## config.mk

```make
export PLATFORM = sky130hd
export DESIGN_NAME = mult_booth_seq
export DESIGN_NICKNAME = d
export VERILOG_FILES = /design/src/rtl/mult_pkg.sv /design/src/rtl/mult_booth_step.sv /design/src/rtl/mult_booth_seq.sv
export SDC_FILE = /design/constraint.sdc
export NUM_CORES = 1
export LEC_CHECK = 0
export ABC_AREA = 1
export CORE_MARGIN = 3
export CORE_UTILIZATION = 42
export CTS_CLUSTER_DIAMETER = 30
export DETAILED_ROUTE_END_ITERATION = 6
export PLACE_DENSITY = 0.65
export SETUP_SLACK_MARGIN = 0.02
export SKIP_LAST_GASP = 1
export SLEW_MARGIN = 20
export SYNTH_ARGS = -nofsm -noshare
export SYNTH_HDL_FRONTEND = slang
export SYNTH_SLANG_ARGS = --single-unit
```

## constraint.sdc

```tcl
create_clock -name clk -period 3 [get_ports clk]
set_input_delay 0.6 -clock clk [delete_from_list [all_inputs] [get_ports clk]]
set_output_delay 0.6 -clock clk [all_outputs]
set_load 0.03 [all_outputs]
```

## src/rtl/mult_pkg.sv

```systemverilog
// Shared widths, types and FSM encoding for the sequential Booth multiplier.
package mult_pkg;

    // Default operand width and the widths derived from it.
    localparam int unsigned DW  = 8;
    localparam int unsigned DW2 = 2 * DW;
    localparam int unsigned EW  = DW + 1;
    localparam int unsigned CW  = $clog2(DW + 2);

    typedef logic [DW-1:0]  data_t;
    typedef logic [DW:0]    ext_t;
    typedef logic [DW2-1:0] product_t;
    typedef logic [CW-1:0]  count_t;

    typedef enum logic [1:0] {
        IDLE,
        BOOTH,
        DONE
    } state_t;

endpackage

```

## src/rtl/mult_booth_step.sv

```systemverilog
// One combinational radix-2 Booth step: conditional add/subtract, then arithmetic shift right.
module mult_booth_step #(
    parameter int unsigned EW = mult_pkg::EW
) (
    input  logic [EW-1:0] a_i,
    input  logic [EW-1:0] q_i,
    input  logic          q_m1_i,
    input  logic [EW-1:0] m_i,
    output logic [EW-1:0] a_o,
    output logic [EW-1:0] q_o,
    output logic          q_m1_o
);

    logic [EW-1:0] sum;

    // Add/subtract from the Booth pair, then shift {A,Q,q_m1} right replicating A's MSB.
    always_comb begin
        sum = a_i;
        case ({q_i[0], q_m1_i})
            2'b01:   sum = a_i + m_i;
            2'b10:   sum = a_i - m_i;
            default: sum = a_i;
        endcase
        a_o    = {sum[EW-1], sum[EW-1:1]};
        q_o    = {sum[0], q_i[EW-1:1]};
        q_m1_o = q_i[0];
    end

endmodule

```

## src/rtl/mult_booth_seq.sv

```systemverilog
// Sequential radix-2 Booth multiplier with signed/unsigned mode and valid/ready on both sides.
module mult_booth_seq #(
    parameter int unsigned DW = mult_pkg::DW
) (
    input  logic            clk,
    input  logic            rst,
    input  logic            in_valid,
    output logic            in_ready,
    input  logic            is_signed,
    input  logic [DW-1:0]   multiplicand,
    input  logic [DW-1:0]   multiplier,
    output logic            out_valid,
    input  logic            out_ready,
    output logic [2*DW-1:0] product,
    output logic            busy
);

    import mult_pkg::*;

    // Widths follow this instance's DW rather than the package default.
    localparam int unsigned DW2 = 2 * DW;
    localparam int unsigned EW  = DW + 1;
    localparam int unsigned CW  = $clog2(DW + 2);

    typedef logic [EW-1:0]  ext_t;
    typedef logic [DW2-1:0] product_t;
    typedef logic [CW-1:0]  count_t;

    state_t   state_q, state_d;
    ext_t     a_q, a_d;
    ext_t     qr_q, qr_d;
    ext_t     m_q, m_d;
    logic     qm1_q, qm1_d;
    count_t   cnt_q, cnt_d;
    product_t product_q, product_d;

    ext_t          a_s, qr_s;
    logic          qm1_s;
    logic [2*EW-1:0] full_s;

    mult_booth_step #(
        .EW(EW)
    ) u_step (
        .a_i   (a_q),
        .q_i   (qr_q),
        .q_m1_i(qm1_q),
        .m_i   (m_q),
        .a_o   (a_s),
        .q_o   (qr_s),
        .q_m1_o(qm1_s)
    );

    assign full_s = {a_s, qr_s};

    // State and datapath registers; synchronous reset discards any operation in flight.
    always_ff @(posedge clk) begin
        if (rst) begin
            state_q   <= IDLE;
            a_q       <= '0;
            qr_q      <= '0;
            m_q       <= '0;
            qm1_q     <= 1'b0;
            cnt_q     <= '0;
            product_q <= '0;
        end else begin
            state_q   <= state_d;
            a_q       <= a_d;
            qr_q      <= qr_d;
            m_q       <= m_d;
            qm1_q     <= qm1_d;
            cnt_q     <= cnt_d;
            product_q <= product_d;
        end
    end

    // Next-state: capture in IDLE, one Booth step per cycle, hold result until accepted.
    always_comb begin
        state_d   = state_q;
        a_d       = a_q;
        qr_d      = qr_q;
        m_d       = m_q;
        qm1_d     = qm1_q;
        cnt_d     = cnt_q;
        product_d = product_q;
        unique case (state_q)
            IDLE: begin
                if (in_valid) begin
                    a_d     = '0;
                    qr_d    = {is_signed & multiplier[DW-1], multiplier};
                    m_d     = {is_signed & multiplicand[DW-1], multiplicand};
                    qm1_d   = 1'b0;
                    cnt_d   = '0;
                    state_d = BOOTH;
                end
            end
            BOOTH: begin
                a_d   = a_s;
                qr_d  = qr_s;
                qm1_d = qm1_s;
                cnt_d = cnt_q + count_t'(1);
                // cnt_q == DW marks the (DW+1)th and final step.
                if (cnt_q == count_t'(DW)) begin
                    product_d = full_s[DW2-1:0];
                    state_d   = DONE;
                end
            end
            DONE: begin
                if (out_ready) begin
                    state_d = IDLE;
                end
            end
            default: state_d = IDLE;
        endcase
    end

    assign in_ready  = (state_q == IDLE);
    assign out_valid = (state_q == DONE);
    assign busy      = (state_q == BOOTH);
    assign product   = product_q;

endmodule

```

# After elaboration in Yosys (flattened, before gate mapping)

Cells that the tools add are included.
W data, S select, Z words.

Register bits: 50
Input port bits: 21
Output and inout port bits: 19
Logic and storage cells: 39

Add/sub/neg operators: 3
Equality and inequality tests: 8
Multiplexer cells: 13
Bitwise logic cells: 2
Reductions and logical operators: 6

Operator list:

| kind                  | number |
|---|---|
| $pmux W9 S2           | 3 |
| $mux W9               | 2 |
| $add A9 B9 Y9         | 1 |
| $sub A9 B9 Y9         | 1 |
| $pmux W4 S2           | 1 |
| $mux W2               | 3 |
| $pmux W2 S3           | 1 |
| $reduce_and A2 Y1     | 3 |
| $add A4 B1 Y4 const B | 1 |
| $eq A2 B1 Y1 const B  | 2 |
| $eq A2 B2 Y1 const B  | 2 |
| $eq A4 B4 Y1 const B  | 1 |
| $mux W4               | 1 |
| $ne A2 B1 Y1 const B  | 2 |
| $reduce_and A3 Y1     | 1 |
| $and A1 B1 Y1         | 2 |
| $logic_not A2 Y1      | 1 |
| $ne A2 B2 Y1 const B  | 1 |
| $pmux W1 S2           | 1 |
| $reduce_bool A2 Y1    | 1 |
| $mux W1               | 1 |

# Depth between registers and ports, before layout

Word-level depth: 3
Depth in mapped cells: 18
Depth with buffers taken out: 18

# Modules after synthesis

Synthesis repeated with hierarchy kept, for this count alone.

Cell total of the unflattened synthesis: 401
Area total of the unflattened synthesis: 2711.4 um^2

Modules (own cells, without submodules):

| module          | instances | cells each | area each (um^2) | seq. area each (um^2) |
|---|---|---|---|---|
| mult_booth_seq  | 1         | 262        | 1924.3           | 1001.0 |
| mult_booth_step | 1         | 139        | 787.0            | 0.0 |

# Least setup slack after synthesis

No wires, ideal clock.

Path kind: flip-flop to flip-flop
From: register m_q[0]
To: register product_q[15], in the netlist product[15]
Library setup time: 0.109 ns
Arrival time: 2.042 ns
Data required time: 2.891 ns
Setup slack: 0.849 ns
Cell stages (with the launch flop): 19
Buffers on the path: 0
Path through: dfxtp_1 inv_1 ha_1 nand2_1 o21ai_1 nand2_1 xor2_1 inv_1 ha_1 nand2_1 inv_1 a21oi_1 nand2_1 nand2_1 nand3_1 nand2_1 nand2_1 nand2_1 inv_1

Cells in the longest elaborated chain, start to end: 2
Elaborated cells on any way between the ends: 3
Classes of those cells: 2 x add/sub; 1 x mux

RTL lines:

| what                                           | line                                         | RTL |
|---|---|---|
| start, declared                                | mult_booth_seq.sv:32                         | `ext_t m_q, m_d;` |
| start signal, assigned                         | mult_booth_seq.sv:69                         | `m_q <= m_d;` |
| $sub A9 B9 Y9 or $add A9 B9 Y9 (tied branches) | mult_booth_step.sv:21, mult_booth_step.sv:20 |  |
| $pmux W9 S2 (*)                                | mult_booth_step.sv:19                        | `case ({q_i[0], q_m1_i})` |
| end signal, assigned                           | mult_booth_seq.sv:72                         | `product_q <= product_d;` |
| end, declared                                  | mult_booth_seq.sv:35                         | `product_t product_q, product_d;` |

Every way passes the cells marked *; elsewhere a longest branch is shown, timed or not.
A chain may end at the register's enable or synchronous reset.

# Final worst setup path

From: register qr_q[0]
To: register product_q[15], in the netlist product[15]

Cells in the longest elaborated chain, start to end: 2
Elaborated cells on any way between the ends: 3
Classes of those cells: 2 x eq/ne; 1 x mux

RTL lines:

| what                                         | line                  | RTL |
|---|---|---|
| start, declared                              | mult_booth_seq.sv:31  | `ext_t qr_q, qr_d;` |
| start signal, assigned                       | mult_booth_seq.sv:68  | `qr_q <= qr_d;` |
| $eq A2 B2 Y1 or $eq A2 B1 Y1 (tied branches) | mult_booth_step.sv:19 |  |
| $pmux W9 S2 (*)                              | mult_booth_step.sv:19 |  |

Marked as above.

==> impl_metrics.csv <==
group,metric,value,unit
run_status,status,"finished, final reports clean",
power,power,1540,µW
timing,hold_slack,0.465,ns
clock_tree,clkLatencyLatePin,0.31,ns
logic_synthesis,synth_area_per_cell,6.86,µm²
logic_synthesis,ys_ff_latch,49,
setup_path,cp.arrival,2.56,ns
die,ios,40,
power,power_density,495,nW/µm²
power,p_int,1030,µW
layout,n_antenna_cell,0,
clock_tree,postCtsResizedCells,0,
power,p_leak,0.00135,µW
setup_path,crit_chain,"ha_1, inv_1, o21ai_1, nand2_1, xor2_1, inv_1, ha_1, nand2_1, inv_1, a21oi_1, nand2_1, nand2_1, nand3_1, nand2_1, nand2_1, nand2_1, inv_1",
logic_synthesis,postSynthCellCount,378,
logic_synthesis,syn_nets,412,
power,ir_drop,0.000312,V
setup_path,cp_max_fo,7,
grt,grt_pass1_wl,10.7,mm
logic_synthesis,synth_cell_types,27,
logic_synthesis,synth_top_area_share,37.9,%
grt,antenna_found_initial,0,
logic_synthesis,yosys.area.top_type,"dfxtp_1",
setup_path,critPathMaxStageDelay,0.36,ns
layout,fillers,591,
drt,dr.first_iter.drc_count,96,
clock_tree,ctsHtreeMaxLevel,2,
timing,fin_setup_tns,0,ns
layout,layout-drive-gt1-share,5.80,%
timing,min_period_over_period,78.1,%
timing,finalHoldViolCount,0,
placement,gp_congestion,0.871,
clock_tree,post_cts_buffers,0,
drt,vias_per_cell,4.90,
logic_synthesis,netlist_area,2590,µm²
grt,grt_pass1_vias,2301,
drt,totalWireLength,6.00,mm
layout,multi_input_area,1350,µm²
layout,area_growth,20.2,%
power,combPwrFrac,26.7,%
hold_path,hp-class,"reg -> reg",
logic_synthesis,yosys_warnings,0,
power,switching_share,33.1,%
flow_run,drv_cap,0,
power,seqPwrFrac,46.0,%
placement,placedCellCount,478,
timing,finClkSkew,0.00863,ns
setup_path,cp-end-kind,"flip-flop",
layout,regArea,981,µm²
timing,worst_pin_slew,0.519,ns
timing,rsz0062_at_grt,"false",
clock_tree,clkSlewWorstSetupHoldPaths,0.09,ns
setup_path,path_delay_family,"adder cells",
layout,nNetsFinal,447,
setup_path,start_kind,"flip-flop",
setup_path,crit_type,"reg -> reg",
clock_tree,cts_buffer_depth,2,
die,fp.dieH,84.5,µm
die,core-area,5740,µm²
setup_path,crit_top_cell,"nand2_1",
logic_synthesis,synth-seq-area-share,37.9,%
timing,maxSlewViolCount,0,
drt,dr.pass1.iters,4,
layout,instances_no_fill,486,
clock_tree,cts.sinks,49,
setup_path,worst_path_max_delay_cell,"dfxtp_1",
die,std_cell_rows,27,
power,clockPowerShare,27.3,%
grt,grt_max_degree,32,
grt,grt_overflow_total,0,
die,dieArea,7150,µm²
die,die_width,84.5,µm
drt,drcViolationCount,0,
die,initial_core_util,45.1,%
drt,ant_nets,0,
timing,max-slew-margin-rel,65.4,%
setup_path,critPathBufInv,4,
clock_tree,cts_tree,"built",
clock_tree,clockRootBuffer,"clkbuf_8",
logic_synthesis,ys_top_cells_by_area,"dfxtp_1 (38%), nand2_1 (15%), a21oi_1 (7.1%)",
layout,fin_area,3110,µm²
timing,fmax,0.427,GHz
power,p_sw,511,µW
drt,wl_per_cell,12.3,µm
clock_tree,postCtsHoldBufs,0,
timing,finalCriticalPeriod,2.34,ns
grt,gr-usage-all-layers,18.2,%
setup_path,critPathRequiredTime,3.22,ns
placement,place_area,3020,µm²
timing,setup_viol,0,
placement,port_buffers,39,
placement,hpwlAfterDp,4.36,mm
drt,via_count,2382,
clock_tree,numCtsBuffers,5,
cells by family (layout without fill, tap and decap cells):
group / count (synthesis) / in the layout / synth area share (%)
AOI/OAI and AO/OA: 77 / 77 / 15.5
xor gates and xnor gates: 7 / 7 / 2.37
adders and majority gates: 13 / 13 / 6.57
buffers and inverters: 62 / 98 / 10.1
DFF: 49 / 49 / 37.9
and+or+nand+nor: 170 / 170 / 27.6
final cells by class:
type | instances | area share, %
multi-input combinational | 267 | 43.3
clock buffer | 6 | 2.65
clock inverter | 2 | 0.442
sequential | 49 | 31.5
inverter | 48 | 5.95
tap | 72 | 2.89
timing repair buffer | 42 | 13.3
worst register-to-register path, stage by stage (launching register included):
cell,delay [ns]
dfxtp_1,0.36
ha_1,0.26
inv_1,0.11
o21ai_1,0.19
nand2_1,0.10
xor2_1,0.14
inv_1,0.05
ha_1,0.33
nand2_1,0.10
inv_1,0.04
a21oi_1,0.17
nand2_1,0.07
nand2_1,0.05
nand3_1,0.08
nand2_1,0.08
nand2_1,0.05
nand2_1,0.06
inv_1,0.03
power by group through the flow:
stage                     Sequential [µW]  Clock, µW  Combinational (µW)
final                                 710        421                 412
after global routing                  715        462                 481
after CTS                             710        426                 415
after detailed placement              725          0                 413
after global placement                724          0                 410
after floorplan                       717          0                 317
worst paths after layout:
| kind | from | endpoint | slack, ns | depth (start not counted) |
|---|---|---|---|---|
| worst max-delay path | qr_q[0] | product[15] | 0.66 | 17 |
| worst min-delay path | qm1_q | qm1_q | 0.46 | 2 |
| worst max register to register | qr_q[0] | product[15] | 0.66 | 17 |
| worst min register to register | qm1_q | qm1_q | 0.46 | 2 |
metrics by stage:
step	setup slack [ns]	utilization, %
2_1_floorplan	0.849	-
3_3_place_gp	0.700	52.5
3_5_place_dp	0.668	52.5
4_1_cts	0.650	54.2
5_1_grt	0.292	54.2
6_report	0.658	54.2
Yosys cell counts (all sizes together):
cell type	instances
a211oi	1
a21oi	37
a2bb2oi	1
a31oi	8
buf	8
clkbuf	6
dfxtp	49
fa	1
ha	12
inv	48
nand2	108
nand3	21
nand4	1
nor2	32
nor3	3
o21ai	30
or2	5
xnor2	2
xor2	5
layout by cell type (no fill, tap or decap), drive strengths merged, types with 3 or more instances in the layout:
master,count
a21oi,37
ha,12
nand3,21
buf,3
nand2,108
o21ai,30
a31oi,8
or2,5
clkbuf,6
nor2,32
clkdlybuf4s50,39
nor3,3
inv,48
dfxtp,49
xor2,5
routing by layer:
layer | GRT usage, % | share of wire (%) | up-vias
met5 | 0 | 0 | -
met4 | 3.45 | 0.92 | 0
met1 | 24.5 | 48 | 1061
li1 | - | - | 1277
met2 | 30.1 | 47 | 38
met3 | 4.12 | 3.8 | 6
state kept, by name, indices dropped and copies added, names as in the netlist:
signal	cells
a_q	8
cnt_q	4
m_q	9
state_q	2
product	16
qr_q	9
qm1_q	1
No activity file was read; power rests on OpenSTA's default activity.
